**config.mk**
```make
export PLATFORM = sky130hd
export DESIGN_NAME = serial_frame_tx
export DESIGN_NICKNAME = d
export VERILOG_FILES = /design/src/rtl/serial_frame_tx.sv
export SDC_FILE = /design/constraint.sdc
export NUM_CORES = 1
export LEC_CHECK = 0
export BUFFER_PORTS_ARGS = -buffer_cell sky130_fd_sc_hd__buf_2
export CAP_MARGIN = 20
export CORE_MARGIN = 2
export CORE_UTILIZATION = 45
export DETAILED_ROUTE_END_ITERATION = 7
export PLACE_DENSITY = 0.61
export SYNTH_ARGS = -nofsm -noshare
export SYNTH_HDL_FRONTEND = slang
export SYNTH_SLANG_ARGS = --single-unit
```
**constraint.sdc**
```tcl
create_clock -name Clk -period 3.8 [get_ports Clk]
set_input_delay 0.19 -clock Clk [delete_from_list [all_inputs] [get_ports Clk]]
set_output_delay 0.19 -clock Clk [all_outputs]
set_load 0.02 [all_outputs]
```
**src/rtl/serial_frame_tx.sv**
```systemverilog
// serial_frame_tx: buffered start-bit, MSB-first serial transmitter
// with divided line clock, ready/valid FIFO input and status flags.
module serial_frame_tx #(
  parameter int CLK_DIV    = 2,
  parameter int FIFO_DEPTH = 4,
  parameter int GAP_BITS   = 1
) (
  input  logic                        Clk,
  input  logic                        nRst,
  input  logic [7:0]                  InData,
  input  logic                        InValid,
  output logic                        InReady,
  output logic                        SoClk,
  output logic                        SDout,
  output logic                        Busy,
  output logic                        FrameDone,
  output logic [$clog2(FIFO_DEPTH):0] Level
);

  localparam int AW = $clog2(FIFO_DEPTH);
  localparam int LW = AW + 1;
  localparam int DW = (CLK_DIV > 1) ? $clog2(CLK_DIV) : 1;
  localparam int GW = (GAP_BITS > 1) ? $clog2(GAP_BITS) : 1;
  localparam int GAP_LAST = (GAP_BITS > 0) ? GAP_BITS - 1 : 0;

  localparam logic [DW-1:0] DIV_MAX = DW'(CLK_DIV - 1);
  localparam logic [GW-1:0] GAP_MAX = GW'(GAP_LAST);
  localparam logic [LW-1:0] FULL    = LW'(FIFO_DEPTH);

  typedef enum logic [1:0] {
    S_IDLE,
    S_START,
    S_DATA,
    S_GAP
  } state_e;

  state_e          state_q, state_d;
  logic [DW-1:0]   div_q, div_d;
  logic            soclk_q, soclk_d;
  logic            sdout_q, sdout_d;
  logic [7:0]      shreg_q, shreg_d;
  logic [2:0]      bitcnt_q, bitcnt_d;
  logic [GW-1:0]   gapcnt_q, gapcnt_d;
  logic            fdone_q, fdone_d;
  logic [AW-1:0]   wptr_q, wptr_d;
  logic [AW-1:0]   rptr_q, rptr_d;
  logic [LW-1:0]   level_q, level_d;
  logic [7:0]      mem [FIFO_DEPTH];

  logic wrap;
  logic fall_tick;
  logic push;
  logic pop;
  logic empty;
  logic launch;

  // Line clock divider
  always_comb begin
    wrap      = (div_q == DIV_MAX);
    div_d     = wrap ? '0 : div_q + DW'(1);
    soclk_d   = soclk_q ^ wrap;
    fall_tick = wrap & soclk_q;
  end

  assign InReady = (level_q != FULL);
  assign empty   = (level_q == '0);
  assign push    = InValid & InReady;

  always_comb begin
    wptr_d  = push ? wptr_q + AW'(1) : wptr_q;
    rptr_d  = pop  ? rptr_q + AW'(1) : rptr_q;
    level_d = level_q;
    unique case ({push, pop})
      2'b10:   level_d = level_q + LW'(1);
      2'b01:   level_d = level_q - LW'(1);
      default: level_d = level_q;
    endcase
  end

  always_ff @(posedge Clk) begin
    if (push) begin
      mem[wptr_q] <= InData;
    end
  end

  // Line FSM; only moves on the SoClk falling tick
  always_comb begin
    state_d  = state_q;
    sdout_d  = sdout_q;
    shreg_d  = shreg_q;
    bitcnt_d = bitcnt_q;
    gapcnt_d = gapcnt_q;
    fdone_d  = 1'b0;
    pop      = 1'b0;
    launch   = 1'b0;
    if (fall_tick) begin
      unique case (state_q)
        S_IDLE: begin
          launch = 1'b1;
        end
        S_START: begin
          sdout_d  = shreg_q[7];
          shreg_d  = {shreg_q[6:0], 1'b0};
          bitcnt_d = '0;
          state_d  = S_DATA;
        end
        S_DATA: begin
          if (bitcnt_q != 3'd7) begin
            sdout_d  = shreg_q[7];
            shreg_d  = {shreg_q[6:0], 1'b0};
            bitcnt_d = bitcnt_q + 3'd1;
          end else begin
            fdone_d = 1'b1;
            if (GAP_BITS > 0) begin
              sdout_d  = 1'b0;
              gapcnt_d = '0;
              state_d  = S_GAP;
            end else begin
              launch = 1'b1;
            end
          end
        end
        S_GAP: begin
          if (gapcnt_q == GAP_MAX) begin
            launch = 1'b1;
          end else begin
            gapcnt_d = gapcnt_q + GW'(1);
          end
        end
        default: begin
          state_d = S_IDLE;
          sdout_d = 1'b0;
        end
      endcase
      // Shared end-of-slot decision: start next frame or go idle
      if (launch) begin
        if (!empty) begin
          pop     = 1'b1;
          shreg_d = mem[rptr_q];
          sdout_d = 1'b1;
          state_d = S_START;
        end else begin
          sdout_d = 1'b0;
          state_d = S_IDLE;
        end
      end
    end
  end

  always_ff @(posedge Clk or negedge nRst) begin
    if (!nRst) begin
      state_q  <= S_IDLE;
      div_q    <= '0;
      soclk_q  <= 1'b0;
      sdout_q  <= 1'b0;
      shreg_q  <= '0;
      bitcnt_q <= '0;
      gapcnt_q <= '0;
      fdone_q  <= 1'b0;
      wptr_q   <= '0;
      rptr_q   <= '0;
      level_q  <= '0;
    end else begin
      state_q  <= state_d;
      div_q    <= div_d;
      soclk_q  <= soclk_d;
      sdout_q  <= sdout_d;
      shreg_q  <= shreg_d;
      bitcnt_q <= bitcnt_d;
      gapcnt_q <= gapcnt_d;
      fdone_q  <= fdone_d;
      wptr_q   <= wptr_d;
      rptr_q   <= rptr_d;
      level_q  <= level_d;
    end
  end

  assign SoClk     = soclk_q;
  assign SDout     = sdout_q;
  assign FrameDone = fdone_q;
  assign Level     = level_q;
  assign Busy      = (state_q != S_IDLE) | ~empty;

endmodule

```
-- Yosys cells after proc, flatten, opt, wreduce, memory -nomap -nowiden
Memory sizes are Yosys's and may differ from the RTL's.
Index checks and enable logic that the tools add are counted.
- flip-flop bits (word level): 25
- memory bits (writable): 32
- memories: 1
- memory list (name ; depth ; width ; rd ports ; clocked after memory_dff ; wr ports ; RTL line ; text):
    mem ; 4 ; 8 ; 1 ; 0 ; 1 ; 48 ; logic [7:0] mem [FIFO_DEPTH];
- add/subtract/negate cells: 7
- eq/ne operators: 10
- multiplexer cells: 29
- bitwise gates (word level): 5
- reductions and logical operators: 11
- operator list (cell ; count):
    $mux 8 ; 3
    $mux 1 ; 16
    $pmux 8 s2 ; 1
    $pmux 3 s2 ; 2
    $ne 3x3->1 const B ; 3
    $reduce_and 3->1 ; 3
    $reduce_bool 2->1 ; 4
    $add 3x1->3 const B ; 2
    $eq 2x2->1 const B ; 3
    $pmux 1 s2 ; 3
    $add 2x1->2 const B ; 2
    $eq 2x1->1 const B ; 2
    $mux 2 ; 2
    $ne 2x2->1 const B ; 2
    $pmux 2 s2 ; 1
    $logic_not 3->1 ; 1
    $mux 3 ; 1
    $reduce_bool 3->1 ; 1
    $sub 3x1->3 const B ; 1
    $add 1x1->1 const B ; 2
    $and 1x1->1 ; 2
    $logic_not 2->1 ; 1
    $reduce_and 2->1 ; 1
    $not 1->1 ; 1
    2 further kinds ; 2

-- Depth between registers and ports, before layout
- word-level depth: 7
- gate-level depth with buffers: 12
- mapped depth without buffers: 11

-- Worst setup path after synthesis
Ideal clock, no wire load.
- path type: reg-to-reg
- from: register state_q[0]
- to: register level_q[2] (netlist: Level[2])
- setup time: 0.080 ns
- data arrival time: 2.204 ns
- slack: 1.516 ns
- stages on the path, launching flop included: 13
- clock period less this slack: 2.284 ns
- cell sequence: dfrtp_1 inv_1 ha_1 clkbuf_1 nor2b_1 nand2_2 inv_1 ha_1 inv_1 fa_1 xor2_1 nor2_1 xor2_1
- word-level cells in the longest chain between the ends: 7
- elaborated cells on any way between the ends: 10
- those cells by class: eq/ne: 3; mux: 5; reduce/logical: 2
- RTL lines (item ; RTL line ; text):
    from (decl) ; 37 ; state_e state_q, state_d;
    from (signal assigned) ; 164 ; state_q <= state_d;
    $eq 2x2->1 or $logic_not 2->1 (tied branches) ; 97 ; unique case (state_q)
    $pmux 1 s2 * ; 97 ;
    $mux 1 * ; 96 ; if (fall_tick) begin
    $mux 1 * ; 136 ; if (launch) begin
    $mux 1 * ; 96 ;
    via pop ; 53 ; logic pop;
    $eq 2x1->1 or $eq 2x2->1 (tied branches) ; 73 ; unique case ({push, pop})
    $pmux 3 s2 or $reduce_bool 2->1 (tied branches) ; -- ;
    to (signal assigned) ; 174 ; level_q <= level_d;
    to (decl) ; 47 ; logic [LW-1:0] level_q, level_d;
Mark *: on every way through the listed nets, which the timed path passes. The rest lies on a longest branch. The select of a mux whose other input is x is not followed.
A chain may end at the register's enable or synchronous reset.

-- Worst setup path in the final report
Ends and elaborated chain as after synthesis.

==> impl_metrics.env <==
export IMPL_ys_warnings_count=0
export IMPL_ff2ff_setup_slack_ns=1.33
export IMPL_num_nets_final=207
export IMPL_drt_first_pass_iters=4
export IMPL_synth_compound_area_share_pct=10.2
export IMPL_netlist_instances=165
export IMPL_die_area_mm2=0.00628
export IMPL_cts_resized_gates=0
export IMPL_critPathKind="reg2reg"
export IMPL_wl_per_cell_um=16.9
export IMPL_holdPathEnd="mem[0][5]"
export IMPL_grt_usage_pct=15.7
export IMPL_cts_tree="built"
export IMPL_min_period_ns=2.47
export IMPL_initial_core_util_pct=46.6
export IMPL_hold_viol=0
export IMPL_area_delta_synth_final_pct=12.3
export IMPL_fin_crit_sh_pct=65.0
export IMPL_leakage_nw=1.15
export IMPL_synth_mux_area_fraction_pct=11.1
export IMPL_synth_edf_count=32
export IMPL_netlist_area_mm2=0.00255
export IMPL_crit_path_cell_trace="inv_1 > ha_1 > nor2b_1 > nand2_2 > inv_1 > ha_1 > inv_1 > fa_1 > xor2_1 > nor2_1 > xor2_1"
export IMPL_viasPerCell=5.50
export IMPL_pin_count=19
export IMPL_grt_overflow=0
export IMPL_holdPathStages=1
export IMPL_die_w_um=79.3
export IMPL_clk_path_buf_depth=2
export IMPL_hpwl_mm=2.96
export IMPL_worstPathMaxFanout=9
export IMPL_core_area_mm2=0.00547
export IMPL_cts_buffers=5
export IMPL_setup_viol=0
export IMPL_insertion_delay_ns=0.31
export IMPL_slew_headroom_pct=60.6
export IMPL_synthXorXnorAreaFrac_pct=2.06
export IMPL_n_antenna_cell=0
export IMPL_grt_start_max_net_pins=25
export IMPL_crit_top_cell="inv_1"
export IMPL_via_count=1407
export IMPL_rows=27
export IMPL_r2r_start="state_q[0]"
export IMPL_crit_buf_inv=3
export IMPL_yosys_area_share_adder_pct=6.67
export IMPL_seq_area_frac_synth_pct=61.2
export IMPL_holdCritStartpoint="InData[5]"
export IMPL_reg2reg_depth=11
export IMPL_cts_root_buf="clkbuf_8"
export IMPL_crit_arrival_ns=2.71
export IMPL_synth_top_cell_area_share_pct=37.7
export IMPL_min_path_type="in2reg"
export IMPL_final_util_pct=52.3
export IMPL_synth_top_family_by_area="multiplexers"
export IMPL_ctsHtreeMaxLevel=2
export IMPL_holdWs_ns=0.0905
export IMPL_netlist_top_cell_by_area="edfxtp_1"
export IMPL_cts_post_setup_buffers_inserted=0
export IMPL_grt_pass1_vias=1453
export IMPL_antenna_found_initial=0
export IMPL_critPathSlowestCell="dfrtp_1"
export IMPL_cts_sinks=56
export IMPL_synth_avg_cell_area_um2=15.5
export IMPL_totalWireLength_mm=4.32
export IMPL_status="complete, no violations"
export IMPL_crit_required_ns=4.04
export IMPL_drive_gt1_share_pct=30.4
export IMPL_power_density_mw_per_mm2=748
export IMPL_cp_top_family="adder cells"
export IMPL_fmax_ghz=0.405
export IMPL_report_final_slew_viol_count=0
export IMPL_drc=0
export IMPL_die_h_um=79.3
export IMPL_drtIter0Drc=105
export IMPL_ant_nets=0
export IMPL_yosys_top_cells_count="edfxtp_1, dfrtp_1, ha_1, inv_1, mux4_2"
export IMPL_grt_pass1_wl_mm=7.43
export IMPL_synthFlopType="edfxtp_1"
export IMPL_max_stage_delay_ns=0.41
export IMPL_synthSimpleGateAreaFrac_pct=5.69
export IMPL_maxCapViolations=0
export IMPL_ys_ff_latch=56
export IMPL_synth_most_common_cell="edfxtp_1"
export IMPL_grt_setup_unrepaired="no"
export IMPL_cp_start_kind="flip-flop"
export IMPL_async_flop_share_pct=42.9
export IMPL_tns_ns=0
export IMPL_synthTopCellsByArea="edfxtp_1, dfrtp_1, mux4_2"
export IMPL_place_congestion=0.829
export IMPL_cp_end_kind="flip-flop"
export IMPL_rr_endpoint="Level[2]"
export IMPL_clk_pin_slew_ns=0.10
export IMPL_yosysUniqueCellTypes=37
export IMPL_syn_nets=189
export IMPL_worst_slew_pin_slew_ns=0.590
export IMPL_skew_ns=0.0108
export IMPL_io_buffers=18
export IMPL_max_vdd_ir_drop_mv=0.296
-- final cells by class --
type	count	area, um2
Timing Repair Buffer	19	100
Fill cell	466	2610
Multi-Input combinational cell	90	911
Clock inverter	3	90.1
Sequential cell	56	1560
Clock buffer	5	68.8
Tap cell	72	90.1
Inverter	11	41.3
-- cell usage in the layout, fill, tap and decap left out, drive strengths merged, types with 2 or more instances in the layout --
master,instances
o221a,6
nor2b,3
mux4,8
a22o,6
nand3,3
a221o,6
nor2,2
and3,5
xnor2,4
o22ai,2
edfxtp,32
dfrtp,24
nand2b,2
ha,12
and2,2
clkbuf,5
nand2,4
xor2,2
mux2,8
inv,11
buf,18
o21ai,3
a31oi,2
a21oi,2
bufinv,3
-- how the worst max path moves through the flow --
stage                     startpoint  endpoint  slack [ns]  depth (start not counted)
final                     state_q[0]  Level[2]        1.33                         11
after global routing      state_q[0]  Level[2]        1.14                         11
after CTS                 state_q[0]  Level[2]        1.34                         11
after detailed placement  state_q[0]  Level[2]        1.37                         11
after global placement    state_q[0]  Level[2]        1.46                         11
after floorplan           state_q[0]  Level[2]        1.52                         12
-- registers in the layout, indices dropped and copies added (netlist names) --
name / cells
rptr_q: 2
mem: 32
SDout: 1
Level: 3
state_q: 2
SoClk: 1
div_q: 1
bitcnt_q: 3
FrameDone: 1
shreg_q: 8
wptr_q: 2
-- per-stage QoR --
| step | area (um2) | power (mW) | setup WS [ns] | instances |
|---|---|---|---|---|
| after floorplan | 2550 | 1.47 | 1.52 | 165 |
| after global placement | 2690 | 1.61 | 1.46 | 247 |
| final | 2860 | 2.14 | 1.33 | 256 |
| after global routing | 2860 | 2.28 | 1.14 | 256 |
| after detailed placement | 2690 | 1.65 | 1.37 | 247 |
| after CTS | 2860 | 2.16 | 1.34 | 256 |
-- report_power, final --
part           switching (mW)  internal [mW]  total, mW
clock network           0.192          0.329      0.521
logic                   0.303          0.322      0.626
registers               0.165          0.829      0.994
total                   0.660           1.48       2.14
-- kinds of logic after synthesis --
group / Yosys count
flops: 56
xor+xnor: 6
simple gates: 24
mux: 17
buf+inv: 19
fa+ha+maj: 13
compound gates: 30
-- repair_timing --
| item | in CTS | in global routing |
|---|---|---|
| endpoints found under the hold margin | 24 | 0 |
| endpoints found under the setup margin | 0 | 0 |
| hold buffers | 1 | 0 |
-- per-layer routing --
| layer | wire, um | GRT usage, % | vias to the layer above | part of all wire [%] |
|---|---|---|---|---|
| li1 | - | - | 670 | - |
| met1 | 1950 | 20.7 | 698 | 45 |
| met2 | 2150 | 26.2 | 34 | 50 |
| met3 | 189 | 3.86 | 5 | 4.4 |
| met4 | 36 | 4.14 | 0 | 0.83 |
| met5 | 0 | 0 | - | 0 |
Power figures use the tool's default switching activity.
